## config.mk

```make
export PLATFORM = sky130hd
export DESIGN_NAME = dnn_cmd_ctrl_flat
export DESIGN_NICKNAME = d
export VERILOG_FILES = /design/src/rtl/dnn_cmd_ctrl_if.sv /design/src/rtl/dnn_cmd_ctrl.sv /design/src/flat_wrapper.sv
export SDC_FILE = /design/constraint.sdc
export NUM_CORES = 1
export LEC_CHECK = 0
export ABC_CLOCK_PERIOD_IN_PS = 1750
export BUFFER_PORTS_ARGS = -buffer_cell sky130_fd_sc_hd__buf_4
export CAP_MARGIN = 10
export CORE_MARGIN = 8
export CORE_UTILIZATION = 40
export CTS_BUF_LIST = sky130_fd_sc_hd__clkbuf_8
export CTS_CLUSTER_DIAMETER = 30
export DETAILED_ROUTE_END_ITERATION = 16
export PLACE_DENSITY_LB_ADDON = 0.15
export SYNTH_ARGS = -nofsm -noshare
export SYNTH_HDL_FRONTEND = slang
export SYNTH_SLANG_ARGS = --single-unit
```

## constraint.sdc

```tcl
create_clock -name clk -period 1.75 [get_ports clk]
set_clock_uncertainty 0.05 [all_clocks]
set_input_delay 0 -clock clk [delete_from_list [all_inputs] [get_ports clk]]
set_output_delay 0 -clock clk [all_outputs]
set_load 0.02 [all_outputs]
```

## src/rtl/dnn_cmd_ctrl_if.sv

```systemverilog
// Command/strobe bundle between the dnn_hw_top command port and dnn_cmd_ctrl.
// Optional perf counters appear when CMD_CTRL_PERF_EN is defined.
interface dnn_cmd_ctrl_if #(
    parameter int unsigned X_DIM = 4
);
    localparam int unsigned CW = $clog2(X_DIM + 1);

    logic          start;
    logic [2:0]    fsm_input;
    logic          busy;
    logic          op_done;
    logic          cmd_err;
    logic [2:0]    cur_cmd;
    logic          acc_clr;
    logic          wt_ld;
    logic          if_wr;
    logic [CW-1:0] if_wr_col;
    logic          if_shift;
    logic [CW-1:0] if_rd_col;
    logic          mac_en;
    logic          of_shift;
    logic          of_wr;
    logic [CW-1:0] of_col;
`ifdef CMD_CTRL_PERF_EN
    logic [31:0]   perf_busy_cyc;
    logic [31:0]   perf_mac_cyc;
`endif

    modport master (
        output start, fsm_input,
        input  busy, op_done, cmd_err, cur_cmd, acc_clr, wt_ld, if_wr, if_wr_col,
               if_shift, if_rd_col, mac_en, of_shift, of_wr, of_col
`ifdef CMD_CTRL_PERF_EN
               , perf_busy_cyc, perf_mac_cyc
`endif
    );

    modport slave (
        input  start, fsm_input,
        output busy, op_done, cmd_err, cur_cmd, acc_clr, wt_ld, if_wr, if_wr_col,
               if_shift, if_rd_col, mac_en, of_shift, of_wr, of_col
`ifdef CMD_CTRL_PERF_EN
               , perf_busy_cyc, perf_mac_cyc
`endif
    );
endinterface

```

## src/rtl/dnn_cmd_ctrl.sv

```systemverilog
// Command sequencer for dnn_hw_top: samples a 3-bit command in IDLE, runs it for a fixed
// cycle count, drives the PE/FIFO strobes and tracks buffer columns. Option: CMD_CTRL_PERF_EN.
module dnn_cmd_ctrl #(
    parameter int unsigned X_DIM     = 4,
    parameter int unsigned WT_CYC    = 1,
    parameter int unsigned IF_WR_CYC = 1,
    parameter int unsigned IF_SH_CYC = 2,
    parameter int unsigned EXEC_CYC  = 26,
    parameter int unsigned OF_SH_CYC = 2,
    parameter int unsigned OF_WR_CYC = 2
) (
    input  logic           clk,
    input  logic           rst,
    dnn_cmd_ctrl_if.slave  bus
);
    localparam int unsigned CW = $clog2(X_DIM + 1);

    localparam logic [2:0] CMD_NONE    = 3'b000;
    localparam logic [2:0] CMD_DEFAULT = 3'b001;
    localparam logic [2:0] CMD_LD_WT   = 3'b010;
    localparam logic [2:0] CMD_IF_WR   = 3'b011;
    localparam logic [2:0] CMD_IF_SH   = 3'b100;
    localparam logic [2:0] CMD_EXEC    = 3'b101;
    localparam logic [2:0] CMD_OF_SH   = 3'b110;
    localparam logic [2:0] CMD_OF_WR   = 3'b111;

    // Strobe vector bit positions
    localparam int unsigned S_WT   = 0;
    localparam int unsigned S_IFWR = 1;
    localparam int unsigned S_IFSH = 2;
    localparam int unsigned S_MAC  = 3;
    localparam int unsigned S_OFSH = 4;
    localparam int unsigned S_OFWR = 5;

    function automatic int unsigned max2(input int unsigned a, input int unsigned b);
        return (a > b) ? a : b;
    endfunction

    localparam int unsigned MAX_CYC = max2(max2(max2(WT_CYC, IF_WR_CYC), max2(IF_SH_CYC, EXEC_CYC)),
                                           max2(OF_SH_CYC, OF_WR_CYC));
    localparam int unsigned CNT_W   = (MAX_CYC > 1) ? $clog2(MAX_CYC) : 1;

    typedef enum logic {IDLE, RUN} state_t;

    state_t           state;
    logic [CNT_W-1:0] cyc_cnt;
    logic [2:0]       cur_cmd;
    logic             busy;
    logic             op_done;
    logic             cmd_err;
    logic             acc_clr;
    logic [5:0]       strb;
    logic [CW-1:0]    if_wr_col;
    logic [CW-1:0]    if_rd_col;
    logic [CW-1:0]    of_col;

    // Remaining-cycle preload (N-1) for each command
    function automatic logic [CNT_W-1:0] cyc_for(input logic [2:0] cmd);
        case (cmd)
            CMD_LD_WT: return CNT_W'(WT_CYC - 1);
            CMD_IF_WR: return CNT_W'(IF_WR_CYC - 1);
            CMD_IF_SH: return CNT_W'(IF_SH_CYC - 1);
            CMD_EXEC:  return CNT_W'(EXEC_CYC - 1);
            CMD_OF_SH: return CNT_W'(OF_SH_CYC - 1);
            CMD_OF_WR: return CNT_W'(OF_WR_CYC - 1);
            default:   return '0;
        endcase
    endfunction

    function automatic logic [5:0] strobe_for(input logic [2:0] cmd);
        logic [5:0] s;
        s = '0;
        case (cmd)
            CMD_LD_WT: s[S_WT]   = 1'b1;
            CMD_IF_WR: s[S_IFWR] = 1'b1;
            CMD_IF_SH: s[S_IFSH] = 1'b1;
            CMD_EXEC:  s[S_MAC]  = 1'b1;
            CMD_OF_SH: s[S_OFSH] = 1'b1;
            CMD_OF_WR: s[S_OFWR] = 1'b1;
            default:   s = '0;
        endcase
        return s;
    endfunction

    function automatic logic [CW-1:0] col_next(input logic [CW-1:0] c);
        return (c == CW'(X_DIM)) ? '0 : c + CW'(1);
    endfunction

    // Sequencer: IDLE samples one command, RUN holds its strobe until cyc_cnt hits 0
    always_ff @(posedge clk) begin
        if (rst) begin
            state     <= IDLE;
            cyc_cnt   <= '0;
            cur_cmd   <= CMD_DEFAULT;
            busy      <= 1'b0;
            op_done   <= 1'b0;
            cmd_err   <= 1'b0;
            acc_clr   <= 1'b0;
            strb      <= '0;
            if_wr_col <= '0;
            if_rd_col <= '0;
            of_col    <= '0;
        end else begin
            op_done <= 1'b0;
            cmd_err <= 1'b0;
            acc_clr <= 1'b0;
            case (state)
                IDLE: begin
                    if (bus.start) begin
                        acc_clr   <= 1'b1;
                        if_wr_col <= '0;
                        if_rd_col <= '0;
                        of_col    <= '0;
                    end else if (bus.fsm_input == CMD_NONE) begin
                        cmd_err <= 1'b1;
                    end else if (bus.fsm_input != CMD_DEFAULT) begin
                        state   <= RUN;
                        cur_cmd <= bus.fsm_input;
                        cyc_cnt <= cyc_for(bus.fsm_input);
                        strb    <= strobe_for(bus.fsm_input);
                        busy    <= 1'b1;
                        op_done <= (cyc_for(bus.fsm_input) == '0);
                    end
                end
                RUN: begin
                    if (bus.start) begin
                        cmd_err <= 1'b1;
                    end
                    if (cyc_cnt == '0) begin
                        state   <= IDLE;
                        busy    <= 1'b0;
                        strb    <= '0;
                        cur_cmd <= CMD_DEFAULT;
                        // Write-back to SRAM drains the OF buffer in place; only PE2BUF steps of_col
                        case (cur_cmd)
                            CMD_IF_WR: if_wr_col <= col_next(if_wr_col);
                            CMD_IF_SH: if_rd_col <= col_next(if_rd_col);
                            CMD_EXEC:  if_rd_col <= '0;
                            CMD_OF_SH: of_col    <= col_next(of_col);
                            default:   ;
                        endcase
                    end else begin
                        cyc_cnt <= cyc_cnt - CNT_W'(1);
                        op_done <= (cyc_cnt == CNT_W'(1));
                    end
                end
                default: state <= IDLE;
            endcase
        end
    end

`ifdef CMD_CTRL_PERF_EN
    logic [31:0] perf_busy_cyc;
    logic [31:0] perf_mac_cyc;

    // Saturating activity counters, cleared with the layer
    always_ff @(posedge clk) begin
        if (rst || (state == IDLE && bus.start)) begin
            perf_busy_cyc <= '0;
            perf_mac_cyc  <= '0;
        end else begin
            if (busy && perf_busy_cyc != '1) begin
                perf_busy_cyc <= perf_busy_cyc + 32'd1;
            end
            if (strb[S_MAC] && perf_mac_cyc != '1) begin
                perf_mac_cyc <= perf_mac_cyc + 32'd1;
            end
        end
    end

    assign bus.perf_busy_cyc = perf_busy_cyc;
    assign bus.perf_mac_cyc  = perf_mac_cyc;
`endif

    assign bus.busy      = busy;
    assign bus.op_done   = op_done;
    assign bus.cmd_err   = cmd_err;
    assign bus.cur_cmd   = cur_cmd;
    assign bus.acc_clr   = acc_clr;
    assign bus.wt_ld     = strb[S_WT];
    assign bus.if_wr     = strb[S_IFWR];
    assign bus.if_shift  = strb[S_IFSH];
    assign bus.mac_en    = strb[S_MAC];
    assign bus.of_shift  = strb[S_OFSH];
    assign bus.of_wr     = strb[S_OFWR];
    assign bus.if_wr_col = if_wr_col;
    assign bus.if_rd_col = if_rd_col;
    assign bus.of_col    = of_col;

endmodule

```

## src/flat_wrapper.sv

```systemverilog
// flat-port wrapper written by rule: the top's interface ports become plain ports
module dnn_cmd_ctrl_flat 
#(
    parameter int unsigned X_DIM     = 4,
    parameter int unsigned WT_CYC    = 1,
    parameter int unsigned IF_WR_CYC = 1,
    parameter int unsigned IF_SH_CYC = 2,
    parameter int unsigned EXEC_CYC  = 26,
    parameter int unsigned OF_SH_CYC = 2,
    parameter int unsigned OF_WR_CYC = 2
)
  (clk, rst, bus_start, bus_fsm_input, bus_busy, bus_op_done, bus_cmd_err, bus_cur_cmd, bus_acc_clr, bus_wt_ld, bus_if_wr, bus_if_wr_col, bus_if_shift, bus_if_rd_col, bus_mac_en, bus_of_shift, bus_of_wr, bus_of_col);
  dnn_cmd_ctrl_if #(.X_DIM(X_DIM)) bus_i ();
  input  logic clk;
  input  logic rst;
  input wire logic [$bits(bus_i.start)-1:0] bus_start;
  input wire logic [$bits(bus_i.fsm_input)-1:0] bus_fsm_input;
  output wire logic [$bits(bus_i.busy)-1:0] bus_busy;
  output wire logic [$bits(bus_i.op_done)-1:0] bus_op_done;
  output wire logic [$bits(bus_i.cmd_err)-1:0] bus_cmd_err;
  output wire logic [$bits(bus_i.cur_cmd)-1:0] bus_cur_cmd;
  output wire logic [$bits(bus_i.acc_clr)-1:0] bus_acc_clr;
  output wire logic [$bits(bus_i.wt_ld)-1:0] bus_wt_ld;
  output wire logic [$bits(bus_i.if_wr)-1:0] bus_if_wr;
  output wire logic [$bits(bus_i.if_wr_col)-1:0] bus_if_wr_col;
  output wire logic [$bits(bus_i.if_shift)-1:0] bus_if_shift;
  output wire logic [$bits(bus_i.if_rd_col)-1:0] bus_if_rd_col;
  output wire logic [$bits(bus_i.mac_en)-1:0] bus_mac_en;
  output wire logic [$bits(bus_i.of_shift)-1:0] bus_of_shift;
  output wire logic [$bits(bus_i.of_wr)-1:0] bus_of_wr;
  output wire logic [$bits(bus_i.of_col)-1:0] bus_of_col;
  assign bus_i.start = bus_start;
  assign bus_i.fsm_input = bus_fsm_input;
  assign bus_busy = bus_i.busy;
  assign bus_op_done = bus_i.op_done;
  assign bus_cmd_err = bus_i.cmd_err;
  assign bus_cur_cmd = bus_i.cur_cmd;
  assign bus_acc_clr = bus_i.acc_clr;
  assign bus_wt_ld = bus_i.wt_ld;
  assign bus_if_wr = bus_i.if_wr;
  assign bus_if_wr_col = bus_i.if_wr_col;
  assign bus_if_shift = bus_i.if_shift;
  assign bus_if_rd_col = bus_i.if_rd_col;
  assign bus_mac_en = bus_i.mac_en;
  assign bus_of_shift = bus_i.of_shift;
  assign bus_of_wr = bus_i.of_wr;
  assign bus_of_col = bus_i.of_col;
  dnn_cmd_ctrl #(.X_DIM(X_DIM), .WT_CYC(WT_CYC), .IF_WR_CYC(IF_WR_CYC), .IF_SH_CYC(IF_SH_CYC), .EXEC_CYC(EXEC_CYC), .OF_SH_CYC(OF_SH_CYC), .OF_WR_CYC(OF_WR_CYC)) u_core (.clk(clk), .rst(rst), .bus(bus_i));
endmodule
```

# --- Word level (Yosys, flattened, before mapping) ---
# Cells that the tools add are included.
totals:
  word_cells: 106
  regBits: 28
  in_bits: 6
  out_inout_bits: 22
op_classes:
  n_addsub: 4
  bitwise_logic: 1
  eq_ne: 24
  n_mux: 56
  reduce_logical: 10
op_table:
  columns: ["op", "n"]
  rows:
  - ["$mux W3", 13]
  - ["$eq A3 B3 Y1 const B", 10]
  - ["$mux W5", 6]
  - ["$pmux W3 S2", 5]
  - ["$mux W6", 4]
  - ["$mux W1", 21]
  - ["$pmux W5 S2", 2]
  - ["$ne A2 B2 Y1 const B", 7]
  - ["$pmux W6 S2", 1]
  - ["$logic_not A5 Y1", 2]
  - ["$add A3 B1 Y3 const B", 3]
  - ["$eq A3 B2 Y1 const B", 3]
  - ["$reduce_and A3 Y1", 3]
  - ["$pmux W1 S2", 4]
  - ["$reduce_and A4 Y1", 2]
  - ["$eq A5 B1 Y1 const B", 1]
  - ["$sub A5 B1 Y5 const B", 1]
  - ["$logic_not A3 Y1", 1]
  - ["$ne A3 B1 Y1 const B", 1]
  - ["$ne A3 B3 Y1 const B", 1]
  - ["$reduce_or A3 Y1", 1]
  - ["$ne A2 B1 Y1 const B", 1]
  - ["$reduce_or A2 Y1", 1]
  - ["$not A1 Y1", 1]

# --- Longest topological paths before layout ---
logic_depth:
  depth_word: 13
  depth_mapped: 7
  mapped_depth_nobuf: 6

# --- Worst setup path after synthesis ---
# No wires, ideal clock.
synth_path:
  path_type: "reg2reg"
  start: "register u_core.cyc_cnt[0]"
  end: "register u_core.if_wr_col[0], in the netlist u_core.bus.if_wr_col[0]"
  period_less_slack_ps: 1757
  t_arrival_ps: 1640
  required_time_ps: 1633
  setup_slack_ps: -7
  path_buffers: 0
  path_stages_with_launch: 7
  setup_time_ps: 67
  cell_sequence: "dfxtp_1 > inv_1 > ha_1 > nor4b_4 > nand4_2 > a2111o_1 > a21oi_2"
synth_via:
  elab_chain_len: 3
synth_lines:
  columns: ["item", "line", "source"]
  rows:
  - ["start, declared", "dnn_cmd_ctrl.sv:46", "logic [CNT_W-1:0] cyc_cnt;"]
  - ["start signal, assigned", "dnn_cmd_ctrl.sv:119", "cyc_cnt <= cyc_for(bus.fsm_input);"]
  - ["start signal, assigned", "dnn_cmd_ctrl.sv:143", "cyc_cnt <= cyc_cnt - CNT_W'(1);"]
  - ["$logic_not A5 Y1", "dnn_cmd_ctrl.sv:129", "if (cyc_cnt == '0) begin"]
  - ["$ne A2 B2 Y1 (no line)", null, null]
  - ["$reduce_and A3 Y1 (no line)", null, null]
  - ["end signal, assigned", "dnn_cmd_ctrl.sv:136", "CMD_IF_WR: if_wr_col <= col_next(if_wr_col);"]
  - ["end, declared", "dnn_cmd_ctrl.sv:53", "logic [CW-1:0] if_wr_col;"]
# Every way passes these cells.
# A chain may end at the register's enable or synchronous reset.

# --- Final worst setup path ---
layout_path:
  start: "register u_core.cyc_cnt[0]"
  end: "register u_core.of_col[0], in the netlist u_core.bus.of_col[0]"
layout_via:
  elab_chain_len: 3
layout_lines:
  columns: ["item", "line", "source"]
  rows:
  - ["$logic_not A5 Y1", "dnn_cmd_ctrl.sv:129", null]
  - ["$ne A2 B2 Y1 (no line)", null, null]
  - ["$reduce_and A3 Y1 (no line)", null, null]
  - ["end signal, assigned", "dnn_cmd_ctrl.sv:139", "CMD_OF_SH: of_col <= col_next(of_col);"]
  - ["end, declared", "dnn_cmd_ctrl.sv:55", "logic [CW-1:0] of_col;"]
# Every way passes these cells.

==> flow_summary.toml <==
[outcome]
status = "finished clean"

[synthesis]
synth_edf_count = 0
synth_cell_types = 43
synthAdderAreaFrac = 0.0712
async_flop_share = 0
synth_top_family_by_area = "simple AND/OR/NAND/NOR gates"
yosys_register_bits = 28
synth.area.mux_share = 0.0356
synth_xor_area_frac = 0
synth_compound_area_frac = 0.205
ys.flop_type = "dfxtp_1"
synthesis.area_sq_mm = 0.00141
ys_seq_area_frac = 0.399
syn_nets = 177
yosys.area_share.simple = 0.237
synthesis.instances = 163
ys_warn_count = 0
synth.avg_cell_area_sq_um = 8.62

[sta]
slew_headroom = 0.735
setup-violations-final = 0
hold_violations = 0
max_slew.worst_pin.slew_ns = 0.397
setup_tns_ns = 0
finalCritPeriodShare = 0.954
grt_setup_unrepaired = "no"
fmax_ghz = 0.599
finalMaxSlewViolations = 0
fin_crit_ns = 1.67

[clock_network]
cts_root_buf = "clkbuf_8"
clockBufferDepth = 2
clk_pin_slew_worst_paths_ns = 0.10
cts_made_buffers = 3
clock_sinks = 28
htreeDepth = 1
clock_latency_ns = 0.28
cts_tree = "yes"

[setup_path]
arrival_ns = 1.84
slowest_delay_ns = 0.35
required_ns = 1.92
worst-path-max-fanout = 6
r2r-end = "u_core.bus.of_col[0]"
timing.rr.start = "u_core.cyc_cnt[0]"
crit_type = "register to register"
worst_setup_path_start_kind = "register"
ff2ff_setup_slack_ns = 0.08
end_kind = "register"
worstPathCellList = "inv_2, ha_4, nor4b_4, buf_4, and4b_2, or3_1, a21oi_1"
critPathSlowestCell = "dfxtp_2"
worstRegToRegCells = 7
crit_path_start = "u_core.cyc_cnt[0]"

[routing]
ant_nets = 0
drc_errors = 0
drtIter0Drc = 58
wl_per_cell_microns = 14.3
drtPass1Iterations = 4
via_per_inst = 5.29
wirelength_microns = 3540
vias = 1311

[placement]
routabilityCongestion = 0.813
placed_area_sq_mm = 0.00171
hpwl_microns = 2590
port_buffers = 27

[hold_path]
hold_class = "input port to register"
min_path_cells = 2
min_from = "rst"
hold_end = "u_core.strb[5]"

[cells_and_area]
drive_gt1_frac = 0.292
mostFrequentLayoutCells = "buf_4, dfxtp_1, nor2_1, a21oi_1, inv_1"
synthToLayoutAreaGrowth_pct = 32.8
nets = 217
design_area_sq_mm = 0.00187
mostFrequentLayoutCell = "buf_4"
diodes = 0

[global_route]
grt_overflow = 0
grt_usage = 0.134
grt_pass1_vias = 1315
antenna_found_initial = 0
grt_max_degree = 30
grt_pass1_wl_microns = 6020

[power_and_ir_drop]
power_leakage_nw = 0.760
fin_total_pwr_mw = 1.49
power_density_mw_per_mm2 = 800
vdd_drop_max_v = 0.000376

[floorplanning]
ioPinCount = 28
fp.dieH_microns = 75.3
num_rows = 21
fp.dieArea_sq_mm = 0.00567
dieWidth_microns = 75.3
start_util = 0.418
core_sq_mm = 0.00336

[job]
maxCapViolations = 0
-- power breakdown --
| part | switching, mW | internal [mW] | total, mW |
|---|---|---|---|
| clock | 0.207 | 0.307 | 0.513 |
| sequential | 0.0228 | 0.661 | 0.684 |
| combinational | 0.158 | 0.138 | 0.295 |
-- worst max-delay path: cells and delay by family (launching register included) --
family / cells / cell delay [ns]
and+or+nand+nor: 3 / 0.73
DFF: 1 / 0.35
buffers and inverters: 2 / 0.22
adders and majority gates: 1 / 0.17
AOI/OAI and AO/OA: 1 / 0.12
-- kinds of logic after synthesis --
| kind of cell | count (synthesis) |
|---|---|
| muxes | 5 |
| AOI/OAI and AO/OA | 43 |
| and+or+nand+nor | 60 |
| buffers and inverters | 19 |
| adders and majority gates | 8 |
| DFF | 28 |
-- Yosys cell counts (3+ instances only) --
library cell / n / share of area
a22oi_1: 3 / 0.016
a31oi_1: 3 / 0.013
a21oi_1: 13 / 0.046
ha_1: 8 / 0.071
dfxtp_1: 28 / 0.40
nor2b_1: 6 / 0.027
o21ai_0: 7 / 0.025
nor2_1: 19 / 0.051
nand3_1: 4 / 0.014
clkbuf_1: 3 / 0.0080
mux2i_1: 5 / 0.036
nand2b_1: 4 / 0.018
inv_1: 13 / 0.035
nand2_1: 8 / 0.021
nor3_1: 6 / 0.021
-- what timing repair did --
action	in CTS	in global routing
pin swaps	2	2
hold endpoints to repair	6	0
buffers inserted	0	1
resized for setup	5	5
hold buffers	4	0
setup endpoints to repair	11	19
-- per-stage QoR --
| stage | hold slack, ns | setup WS (ns) | util | cells |
|---|---|---|---|---|
| 2_1_floorplan | 0.0755 | 0.0677 | - | 163 |
| 3_3_place_gp | 0.218 | -0.0266 | 0.509 | 239 |
| 3_5_place_dp | 0.229 | -0.0741 | 0.509 | 239 |
| 4_1_cts | 0.0357 | 0.00424 | 0.549 | 247 |
| 5_1_grt | 0.0448 | 0.0149 | 0.555 | 248 |
| 6_report | 0.0368 | 0.0811 | 0.555 | 248 |
-- sequential cells by signal (all words and copies together) (netlist names), 3 cells and up --
| signal | flops |
|---|---|
| u_core.bus.if_wr_col | 3 |
| u_core.strb | 6 |
| u_core.cyc_cnt | 5 |
| u_core.bus.of_col | 3 |
| u_core.bus.if_rd_col | 3 |
| u_core.bus.cur_cmd | 3 |
-- area by class of cell --
type / instances / area (sq um)
Inverter: 13 / 48.8
Multi-Input combinational cell: 116 / 807
Sequential cell: 28 / 563
Clock buffer: 3 / 41.3
Tap cell: 46 / 57.6
Fill cell: 333 / 1500
Timing Repair Buffer: 41 / 318
Clock inverter: 1 / 30.0
-- routing by layer --
layer	GRT usage	up-vias	share of wire
met2	0.216	24	0.46
met1	0.174	621	0.48
met3	0.0280	4	0.051
li1	-	662	-
met4	0.0384	0	0.0093
met5	0	-	0
-- worst max path at each step --
stage                            end  slack (ns)  cells after the start
2_1_floorplan         u_core.strb[0]        0.07                      6
3_3_place_gp       u_core.cyc_cnt[0]       -0.03                      6
3_5_place_dp       u_core.cyc_cnt[0]       -0.07                      6
4_1_cts         u_core.bus.of_col[1]       0.004                      6
5_1_grt        u_core.bus.cur_cmd[2]        0.01                      8
6_report        u_core.bus.of_col[0]        0.08                      7
Note: power is estimated with default switching activity, not from simulation.
